**src/rtl/spi_slave_burst_pkg.sv**
```systemverilog
// rtl/spi_slave_burst_pkg.sv - shared defaults, FSM encoding and helpers for the burst SPI slave
package spi_slave_burst_pkg;

    localparam int DEF_DATA_W = 32;
    localparam int DEF_ADDR_W = 6;

    // Wire position of the R/W flag inside the header (0 = first bit clocked in).
    localparam int HDR_RW_POS = 0;

    typedef enum logic [1:0] {
        ST_IDLE   = 2'd0,
        ST_HEADER = 2'd1,
        ST_WRITE  = 2'd2,
        ST_READ   = 2'd3
    } spi_state_e;

    function automatic int max_int(input int a, input int b);
        return (a > b) ? a : b;
    endfunction

endpackage

```
**src/rtl/spi_sync_edge.sv**
```systemverilog
// rtl/spi_sync_edge.sv - input synchroniser with registered rise/fall detection
module spi_sync_edge #(
    parameter int   SYNC_STAGES = 2,
    parameter logic RST_VAL     = 1'b0
) (
    input  logic clk,
    input  logic rst,
    input  logic din,
    output logic level,
    output logic rise,
    output logic fall
);

    logic [SYNC_STAGES-1:0] sync_q;
    logic                   prev_q;

    // Reset to the pin's idle level so leaving reset does not fake an edge.
    always_ff @(posedge clk) begin
        if (!rst) begin
            sync_q <= {SYNC_STAGES{RST_VAL}};
            prev_q <= RST_VAL;
            rise   <= 1'b0;
            fall   <= 1'b0;
        end else begin
            sync_q <= {sync_q[SYNC_STAGES-2:0], din};
            prev_q <= sync_q[SYNC_STAGES-1];
            rise   <= sync_q[SYNC_STAGES-1] & ~prev_q;
            fall   <= ~sync_q[SYNC_STAGES-1] & prev_q;
        end
    end

    assign level = prev_q;

endmodule

```
**src/rtl/spi_slave_burst.sv**
```systemverilog
// rtl/spi_slave_burst.sv - oversampling SPI slave, header decode and auto-increment register burst
module spi_slave_burst
    import spi_slave_burst_pkg::*;
#(
    parameter int   DATA_W      = DEF_DATA_W,
    parameter int   ADDR_W      = DEF_ADDR_W,
    parameter logic CPOL        = 1'b0,
    parameter logic CPHA        = 1'b0,
    parameter int   SYNC_STAGES = 2
) (
    input  logic              clk,
    input  logic              rst,
    input  logic              sclk,
    input  logic              ss,
    input  logic              mosi,
    output logic              miso,
    input  logic [DATA_W-1:0] data_in,
    output logic [DATA_W-1:0] data_out,
    output logic [ADDR_W-1:0] address,
    output logic              we,
    output logic              re,
    output logic              busy,
    output logic              frame_err
);

    localparam int   HDR_BITS   = 1 + ADDR_W;
    localparam int   CNT_W      = $clog2(max_int(DATA_W, HDR_BITS));
    // sclk level right after a sample edge: rising when CPOL==CPHA, else falling.
    localparam logic SAMPLE_LVL = (CPOL == CPHA);

    spi_state_e        state, state_next;
    logic [CNT_W-1:0]  bit_cnt, cnt_next;
    logic [HDR_BITS-2:0] hdr_sr;
    logic [HDR_BITS-1:0] hdr_full;
    logic [DATA_W-2:0] rx_sr;
    logic [DATA_W-1:0] rx_full;
    logic [DATA_W-1:0] tx_sr;
    logic [SYNC_STAGES:0] mosi_q;
    logic              mosi_s, hdr_rw;
    logic              sclk_lvl, sclk_rise, sclk_fall;
    logic              ss_lvl, ss_rise, ss_fall;
    logic              ss_active, sclk_edge, sample, shift;
    logic              hdr_done, word_done, err_set;
    logic              inc_pend, re_d;

    spi_sync_edge #(.SYNC_STAGES(SYNC_STAGES), .RST_VAL(CPOL)) u_sclk_sync (
        .clk   (clk),
        .rst   (rst),
        .din   (sclk),
        .level (sclk_lvl),
        .rise  (sclk_rise),
        .fall  (sclk_fall)
    );

    spi_sync_edge #(.SYNC_STAGES(SYNC_STAGES), .RST_VAL(1'b1)) u_ss_sync (
        .clk   (clk),
        .rst   (rst),
        .din   (ss),
        .level (ss_lvl),
        .rise  (ss_rise),
        .fall  (ss_fall)
    );

    // One extra flop keeps mosi aligned with the edge-detected sclk/ss.
    always_ff @(posedge clk) begin
        if (!rst) begin
            mosi_q <= '0;
        end else begin
            mosi_q <= {mosi_q[SYNC_STAGES-1:0], mosi};
        end
    end

    assign mosi_s    = mosi_q[SYNC_STAGES];
    assign ss_active = ~ss_lvl | ss_rise;
    assign sclk_edge = (sclk_rise | sclk_fall) & ss_active;
    assign sample    = sclk_edge & (sclk_lvl == SAMPLE_LVL);
    assign shift     = sclk_edge & (sclk_lvl != SAMPLE_LVL);
    assign hdr_full  = {hdr_sr, mosi_s};
    assign rx_full   = {rx_sr, mosi_s};
    assign hdr_rw    = hdr_full[HDR_BITS-1-HDR_RW_POS];

    always_comb begin
        state_next = state;
        cnt_next   = bit_cnt;
        hdr_done   = 1'b0;
        word_done  = 1'b0;
        err_set    = 1'b0;
        case (state)
            ST_IDLE: begin
                if (ss_fall) begin
                    state_next = ST_HEADER;
                    cnt_next   = '0;
                end
            end
            ST_HEADER: begin
                if (sample) begin
                    if (bit_cnt == CNT_W'(HDR_BITS - 1)) begin
                        hdr_done   = 1'b1;
                        cnt_next   = '0;
                        state_next = hdr_rw ? ST_WRITE : ST_READ;
                    end else begin
                        cnt_next = bit_cnt + 1'b1;
                    end
                end
            end
            default: begin
                if (sample) begin
                    if (bit_cnt == CNT_W'(DATA_W - 1)) begin
                        word_done = 1'b1;
                        cnt_next  = '0;
                    end else begin
                        cnt_next = bit_cnt + 1'b1;
                    end
                end
            end
        endcase
        // A coincident last sample is folded in above, so the word completes first.
        if (ss_rise && state != ST_IDLE) begin
            err_set    = (cnt_next != '0);
            state_next = ST_IDLE;
            cnt_next   = '0;
        end
    end

    always_ff @(posedge clk) begin
        if (!rst) begin
            state     <= ST_IDLE;
            bit_cnt   <= '0;
            hdr_sr    <= '0;
            rx_sr     <= '0;
            tx_sr     <= '0;
            address   <= '0;
            data_out  <= '0;
            we        <= 1'b0;
            re        <= 1'b0;
            re_d      <= 1'b0;
            inc_pend  <= 1'b0;
            busy      <= 1'b0;
            miso      <= 1'b0;
            frame_err <= 1'b0;
        end else begin
            state     <= state_next;
            bit_cnt   <= cnt_next;
            busy      <= (state_next != ST_IDLE);
            frame_err <= err_set;
            we        <= 1'b0;
            re        <= (hdr_done & ~hdr_rw) | (word_done & (state == ST_READ));
            re_d      <= re;
            if (sample && state == ST_HEADER) begin
                hdr_sr <= hdr_full[HDR_BITS-2:0];
            end
            if (sample && (state == ST_WRITE || state == ST_READ)) begin
                rx_sr <= rx_full[DATA_W-2:0];
            end
            if (inc_pend) begin
                address  <= address + 1'b1;
                inc_pend <= 1'b0;
            end
            if (hdr_done) begin
                address <= hdr_full[ADDR_W-1:0];
            end
            if (word_done && state == ST_WRITE) begin
                data_out <= rx_full;
                we       <= 1'b1;
                inc_pend <= 1'b1;
            end
            if (word_done && state == ST_READ) begin
                address <= address + 1'b1;
            end
            if (shift && state == ST_READ) begin
                miso  <= tx_sr[DATA_W-1];
                tx_sr <= {tx_sr[DATA_W-2:0], 1'b0};
            end
            if (re_d) begin
                tx_sr <= data_in;
            end
            if (state_next != ST_READ) begin
                miso <= 1'b0;
            end
        end
    end

endmodule
```
**config.mk**
```make
export PLATFORM = sky130hd
export DESIGN_NAME = spi_slave_burst
export DESIGN_NICKNAME = d
export VERILOG_FILES = /design/src/rtl/spi_slave_burst_pkg.sv /design/src/rtl/spi_sync_edge.sv /design/src/rtl/spi_slave_burst.sv
export SDC_FILE = /design/constraint.sdc
export NUM_CORES = 1
export LEC_CHECK = 0
export ABC_AREA = 1
export CAP_MARGIN = 10
export CORE_ASPECT_RATIO = 1.5
export CORE_UTILIZATION = 67
export CTS_CLUSTER_DIAMETER = 50
export DETAILED_ROUTE_END_ITERATION = 12
export DONT_BUFFER_PORTS = 1
export GPL_TIMING_DRIVEN = 0
export PLACE_DENSITY = 0.83
export RECOVER_POWER = 50
export SLEW_MARGIN = 20
export SYNTH_ARGS = -nofsm -noshare
export SYNTH_HDL_FRONTEND = slang
export SYNTH_SLANG_ARGS = --single-unit
```
**constraint.sdc**
```tcl
create_clock -name clk -period 2.4 [get_ports clk]
set_input_delay 0.24 -clock clk [delete_from_list [all_inputs] [get_ports clk]]
set_output_delay 0.24 -clock clk [all_outputs]
set_load 0.02 [all_outputs]
```
[After elaboration in Yosys (flattened, before gate mapping)]
Index checks and enable logic that the tools add are counted.
Operators by class
  add/sub/neg operators: 2
  eq/ne operators: 6
  bitwise operators: 18
  reduce and logical (&&, ||, !) cells: 17
  multipliers: 0
  muxes and demuxes: 24
  div/mod/pow operators: 0
  magnitude comparators: 0
  shift operators: 0
Operators with widths (number)
  32-bit 2-to-1 mux: 2
  5-bit 2-to-1 mux: 5
  6-bit 2-to-1 mux: 3
  5-bit one-hot mux with 2 select lines: 1
  1-bit bitwise AND: 9
  1-bit 2-to-1 mux: 8
  2-bit 2-to-1 mux: 4
  6-bit by 1-bit adder with 6-bit output, second input constant: 1
  1-bit logical AND: 6
  1-bit NOT: 6
  2-bit nonzero test: 3
  2-bit OR reduction: 3
  5-bit by 1-bit adder with 5-bit output, second input constant: 1
  5-bit by 3-bit == test with 1-bit output, second input constant: 1
  5-bit == test, second input constant: 1
  5-bit nonzero test: 1
  2-bit == test, second input constant: 2
  2-bit one-hot mux with 2 select lines: 1
  1-bit OR: 3
  3-bit nonzero test: 1
  2-bit by 1-bit == test with 1-bit output, second input constant: 1
  2-bit zero test: 1
  2-bit != test, second input constant: 1
  2-bit AND reduction: 1
  1-bit logical OR: 1
Storage, ports and cells
  ROM bits: 0
  logic and storage cells: 89
  latch bits: 0
  bits in writable memories: 0
  register bits after elaboration: 133
  memories: 0

[Logic depth before layout (Yosys ltp)]
  word-level depth: 9
  mapped depth: 13

[By module]
Synthesis repeated with hierarchy kept, for this count alone.
Second synthesis, totals
  cells, all modules: 697
  area total of the unflattened synthesis: 5250.0 sq um
Modules (own cells, without submodules)
  spi_slave_burst: seq. area each 2462.4 sq um, times used 1, area an instance 4977.3 sq um, cells each 669
  spi_sync_edge: seq. area each 100.1 sq um, times used 2, area an instance 136.4 sq um, cells each 14

[Worst setup path before layout]
No wires, ideal clock.
  kind: reg-to-reg
  start: reg bit_cnt[1]
  end: reg data_out[10]
  required time: 2.268 ns
  arrival: 1.472 ns
  period minus slack after synthesis: 1.604 ns
  cell stages (with the launch flop): 11
  slack: 0.796 ns
  library setup time: 0.132 ns
  cell sequence: dfxtp_1 ha_1 nand2_1 nor2_1 ha_1 inv_1 nor2_4 nand2_1 buf_2 nand2_1 a21oi_1
On the way
  word-level cells in the longest chain between the ends: 5
RTL lines
  start, declared: RTL line spi_slave_burst.sv:32  | logic [CNT_W-1:0] bit_cnt, cnt_next;
  start signal, assigned: RTL line spi_slave_burst.sv:143  | bit_cnt <= cnt_next;
  5-bit == test: RTL line spi_slave_burst.sv:108  | if (bit_cnt == CNT_W'(DATA_W - 1)) begin
  1-bit 2-to-1 mux: RTL line spi_slave_burst.sv:108
  1-bit 2-to-1 mux: RTL line spi_slave_burst.sv:107  | if (sample) begin
  1-bit 2-to-1 mux: RTL line spi_slave_burst.sv:88  | case (state)
  1-bit logical AND: RTL line spi_slave_burst.sv:162  | if (word_done && state == ST_WRITE) begin
  end signal, assigned: RTL line spi_slave_burst.sv:163  | data_out <= rx_full;
  end, declared: RTL line spi_slave_burst.sv:18  | output logic [DATA_W-1:0] data_out,
Every way passes these cells.
A chain may end at the register's enable or synchronous reset.

[Worst setup path in the final report]
  start: reg u_ss_sync.rise
  end: reg address[1]
On the way
  word-level cells in the longest chain between the ends: 7
  elaborated cells between the ends (all ways): 11
  classes of those cells: mux: 6; bitwise: 3; reduce/logical: 2
RTL lines
  start, declared: RTL line spi_sync_edge.sv:10  | output logic rise,
  start signal, assigned: RTL line spi_sync_edge.sv:27  | rise <= sync_q[SYNC_STAGES-1] & ~prev_q;
  1-bit OR (*): RTL line spi_slave_burst.sv:74  | assign ss_active = ~ss_lvl | ss_rise;
  1-bit bitwise AND (*): RTL line spi_slave_burst.sv:75  | assign sclk_edge = (sclk_rise | sclk_fall) & ss_active;
  1-bit bitwise AND (*): RTL line spi_slave_burst.sv:76  | assign sample = sclk_edge & (sclk_lvl == SAMPLE_LVL);
  1-bit 2-to-1 mux, on equally long branches: RTL line spi_slave_burst.sv:96, spi_slave_burst.sv:107
  1-bit 2-to-1 mux: RTL line spi_slave_burst.sv:88
  6-bit 2-to-1 mux or 1-bit logical AND (tied branches): RTL line spi_slave_burst.sv:159, spi_slave_burst.sv:167
  6-bit 2-to-1 mux or 3-bit nonzero test (tied branches)
  end signal, assigned: RTL line spi_slave_burst.sv:156  | address <= address + 1'b1;
  end signal, assigned: RTL line spi_slave_burst.sv:160  | address <= hdr_full[ADDR_W-1:0];
  end signal, assigned: RTL line spi_slave_burst.sv:168  | address <= address + 1'b1;
  end, declared: RTL line spi_slave_burst.sv:19  | output logic [ADDR_W-1:0] address,
Every way passes the cells marked *; elsewhere a longest branch is shown, timed or not.

==> qor_table.md <==
| Parameter | Value | Unit |
| --- | --- | --- |
| Growth of design area from synthesis to finish | 20.3 | % |
| HPWL after detailed placement | 7.68 | mm |
| Insertion delay to the later sink of the worst-skew pair | 0.52 | ns |
| Highest clock frequency the design can meet | 0.480 | GHz |
| WP data required | 2.81 | ns |
| LEAKAGE | 0.00249 | uW |
| Total number of clock tree sinks | 133 | - |
| Library cell with the largest summed area after synthesis | sky130_fd_sc_hd__dfxtp_1 | - |
| Critical path arrival | 2.49 | ns |
| Io pins | 80 | - |
| Post-Synthesis Cells | 682 | - |
| Portion of the post-synthesis area used by sequential elements | 51.6 | % |
| Number of library cell types mapped by synthesis | 25 | - |
| Remaining max-slew budget at the tightest pin | 58.4 | % |
| Final standard cell area without fillers | 6210 | sq um |
| TritonCTS clock tree | yes | - |
| Cell type with the highest occurrence count on the critical path | sky130_fd_sc_hd__nor2_1 | - |
| Final critical path time including I/O delays and setup | 2.09 | ns |
| First-pass GRT wire length | 21.1 | mm |
| Vias after detailed routing | 4,873 | - |
| Worst-case clock buffer depth | 2 | - |
| Crit-path cells | inv_1 > nand2_1 > nand3_2 > nor2_1 > nand2_4 > inv_2 > nor2_1 > nand2_2 > inv_1 > nor2_1 > nor2_1 | - |
| First-pass iteration count of the detailed router | 5 | - |
| Total negative slack for setup checks | 0 | ns |
| FF-to-FF setup slack | 0.31 | ns |
| EDFF count, synth | 0 | - |
| Number of global-route vias before repair | 4,643 | - |
| Number of nets in the synthesized netlist | 723 | - |
| Cell count of the worst hold path | 3 | - |
| Num CTS Buffers | 17 | - |
| Type of the worst setup path | register to register | - |
| Worst setup SP type | register | - |
| Detailed-route wire length | 13.2 | mm |
| Max-slew violation total from the final report | 0 | - |
| #FFs+latches synth | 133 | - |
| Residual DRC | 0 | - |
| RSZ-0062 raised after global routing | false | - |
| Horizontal die dimension | 73.7 | um |
| Worst slew pin tran | 0.621 | ns |
| Synthesized area divided by synthesized cell count | 7.57 | sq um |
| Total power draw | 4860 | uW |
| Maximum number of pins on one net before global-route repair | 17 | - |
| Final routed wire length divided by cell count | 15.6 | um |
| Antenna cell count | 0 | - |
| Site row count | 38 | - |
| Netlist area before placement | 5160 | sq um |
| Depth of the critical timing path with buffers and inverters included | 11 | - |
| Number of failing setup endpoints in the final timing report | 0 | - |
| Count of max-cap constraint violations | 0 | - |
| Power density relative to cell area | 782 | nW/um^2 |
| Largest voltage drop on the vdd net | 688 | uV |
| CP peak stage delay | 0.53 | ns |
| Gr usage total | 34.9 | % |
| Weighted congestion reported at the end of routability-driven placement | 0.785 | - |
| Category of cells accounting for the largest share of critical-path delay | simple AND/OR/NAND/NOR gates | - |
| Type of the most critical hold path | input port to register | - |
| Floorplan die height | 110 | um |
| Hold violation count in the final report | 0 | - |
| Worst-case hold slack | 0.132 | ns |
| Core region area | 7370 | sq um |
| Top area cells in the synthesized netlist | sky130_fd_sc_hd__dfxtp_1 (52%), sky130_fd_sc_hd__nand2_1 (11%), sky130_fd_sc_hd__nor2_1 (7.3%) | - |
| Result of the run | finished clean | - |
| Area after DPL | 5290 | sq um |
| Clock-pin slew on the worst setup and hold paths | 0.06 | ns |
| Buffer cell driving the clock tree root | sky130_fd_sc_hd__clkbuf_8 | - |
| Layout cells sized above 1 | 6.54 | % |
| Die Area | 8070 | sq um |
| Prevailing post-synth register cell | sky130_fd_sc_hd__dfxtp_1 | - |
| Total gr overflow | 0 | - |
| Clock H-tree levels | 4 | - |
| Bufs and invs on worst path | 3 | - |
| Fraction of the cycle the final worst path needs | 86.9 | % |
| Ratio of routed vias to standard cells | 5.74 | - |
| Worst setup skew after layout | 0.0115 | ns |
| Critical Path Fanout Max | 10 | - |
| Async set-or-reset flop fraction in the synthesized netlist | 0 | % |
| Initial standard-cell utilization of the core | 70.1 | % |
| Count of port buffers added during placement | 0 | - |
| Final core area utilization | 84.3 | % |
| Fraction of synthesized cell area taken by the top area cell type | 51.6 | % |
| Crit path max-delay cell type | sky130_fd_sc_hd__nor2_1 | - |
| Cell depth of the worst flop-to-flop path | 11 | - |
| YS warnings | 0 | - |
| Number of inserted filler cells in the final layout | 442 | - |
| Antenna violations before repair | 0 | - |
| Initial DRC Count | 349 | - |
| Crit end category | register | - |
| Antenna violation net count after detailed routing | 0 | - |
| Number of nets in the finished design | 777 | - |
==> where the power goes <==
| part | total (uW) | internal (uW) | switching, uW |
|---|---|---|---|
| clock network | 2520 | 1580 | 933 |
| registers | 2220 | 2220 | 5.08 |
| logic | 117 | 52.0 | 64.9 |
| total | 4860 | 3850 | 1000 |
==> cell usage in the layout (no fill, tap or decap) <==
| cell | count |
|---|---|
| sky130_fd_sc_hd__nor2_1 | 101 |
| sky130_fd_sc_hd__mux2i_1 | 1 |
| sky130_fd_sc_hd__a31oi_1 | 31 |
| sky130_fd_sc_hd__nand3_2 | 1 |
| sky130_fd_sc_hd__inv_1 | 36 |
| sky130_fd_sc_hd__nand2_2 | 1 |
| sky130_fd_sc_hd__clkbuf_16 | 16 |
| sky130_fd_sc_hd__dfxtp_1 | 133 |
| sky130_fd_sc_hd__nor2_4 | 2 |
| sky130_fd_sc_hd__ha_1 | 4 |
| sky130_fd_sc_hd__nor3b_1 | 1 |
| sky130_fd_sc_hd__dlygate4sd3_1 | 35 |
| sky130_fd_sc_hd__nor3_1 | 2 |
| sky130_fd_sc_hd__o21ai_0 | 51 |
| sky130_fd_sc_hd__clkbuf_8 | 5 |
| sky130_fd_sc_hd__xor2_1 | 2 |
| sky130_fd_sc_hd__nand2_4 | 1 |
| sky130_fd_sc_hd__o21ai_1 | 2 |
| sky130_fd_sc_hd__bufinv_16 | 2 |
| sky130_fd_sc_hd__nand3_1 | 73 |
| sky130_fd_sc_hd__a21boi_0 | 1 |
| sky130_fd_sc_hd__clkinv_2 | 3 |
| sky130_fd_sc_hd__nor4_4 | 1 |
| sky130_fd_sc_hd__a21oi_1 | 44 |
| sky130_fd_sc_hd__xnor2_1 | 3 |
| sky130_fd_sc_hd__clkinvlp_4 | 3 |
| sky130_fd_sc_hd__or2_2 | 3 |
| sky130_fd_sc_hd__inv_2 | 2 |
| sky130_fd_sc_hd__clkbuf_1 | 35 |
| sky130_fd_sc_hd__buf_2 | 9 |
| sky130_fd_sc_hd__nand2_1 | 145 |
==> worst register-to-register path, cell delays in order (launching register included) <==
cell and delay [ns]:
sky130_fd_sc_hd__dfxtp_1 0.32, sky130_fd_sc_hd__inv_1 0.05, sky130_fd_sc_hd__nand2_1 0.09, sky130_fd_sc_hd__nand3_2 0.18, sky130_fd_sc_hd__nor2_1 0.53, sky130_fd_sc_hd__nand2_4 0.17
sky130_fd_sc_hd__inv_2 0.16, sky130_fd_sc_hd__nor2_1 0.07, sky130_fd_sc_hd__nand2_2 0.16, sky130_fd_sc_hd__inv_1 0.10, sky130_fd_sc_hd__nor2_1 0.10, sky130_fd_sc_hd__nor2_1 0.05
==> per-layer routing <==
| layer | up-vias | global-route usage (%) | part of all wire [%] |
|---|---|---|---|
| met4 | 0 | 19.0 | 4.2 |
| met3 | 44 | 9.81 | 6.0 |
| met2 | 196 | 60.7 | 52 |
| li1 | 2346 | - | - |
| met1 | 2287 | 37.5 | 38 |
| met5 | - | 0 | 0 |
==> path summary, 6_finish.rpt <==
| kind | from | end |
|---|---|---|
| worst max register to register | u_ss_sync.rise | address[1] |
| worst min-delay path | rst | address[0] |
| worst min register to register | u_ss_sync.sync_q[1] | u_ss_sync.fall |
| worst max-delay path | u_ss_sync.rise | address[1] |
==> kinds of logic after synthesis <==
kind of cell	share of synthesized area, %
and+or+nand+nor	27.2
DFF	51.6
AOI/OAI and AO/OA	13.3
buffers and inverters	5.96
xor gates and xnor gates	0.848
adders and majority gates	0.969
muxes	0.194
==> cell usage after synthesis, types with 3 or more instances <==
| library cell | count |
|---|---|
| sky130_fd_sc_hd__xnor2_1 | 3 |
| sky130_fd_sc_hd__inv_2 | 4 |
| sky130_fd_sc_hd__a21oi_1 | 44 |
| sky130_fd_sc_hd__inv_1 | 34 |
| sky130_fd_sc_hd__a31oi_1 | 31 |
| sky130_fd_sc_hd__nor2_4 | 3 |
| sky130_fd_sc_hd__ha_1 | 4 |
| sky130_fd_sc_hd__nand2_1 | 145 |
| sky130_fd_sc_hd__buf_2 | 9 |
| sky130_fd_sc_hd__dfxtp_1 | 133 |
| sky130_fd_sc_hd__nor2_1 | 100 |
| sky130_fd_sc_hd__clkbuf_1 | 32 |
| sky130_fd_sc_hd__or2_2 | 3 |
| sky130_fd_sc_hd__o21ai_0 | 51 |
| sky130_fd_sc_hd__nand3_1 | 73 |
==> area by class of cell <==
type                       count  area [sq um]  area share, %
multi-input combinational    470          2190           35.2
sequential                   133          2660           42.9
clock inverter                 8          97.6           1.57
timing repair buffer          35           350           5.64
inverter                      38           143           2.30
buffer                        41           165           2.66
clock buffer                  24           480           7.74
tap                          100           125           2.01
==> timing repair <==
action / in CTS / in global routing
endpoints found under the hold margin: 35 / 0
hold buffers: 35 / 0
resized for setup: 0 / 0
setup buffers: 0 / 0
==> registers in the layout, indices dropped and copies added, names as in the netlist, 3 cells and up <==
name	count
bit_cnt	5
hdr_sr	6
tx_sr	32
mosi_q	3
data_out	32
rx_sr	31
address	6
==> per-stage QoR <==
step                setup slack, ns  std cells
floorplan                     0.796        682
global placement              0.489        782
detailed placement            0.443        782
CTS                           0.390        849
global route                  0.138        849
finish                        0.315        849
Note: power is estimated with default switching activity, not from simulation.
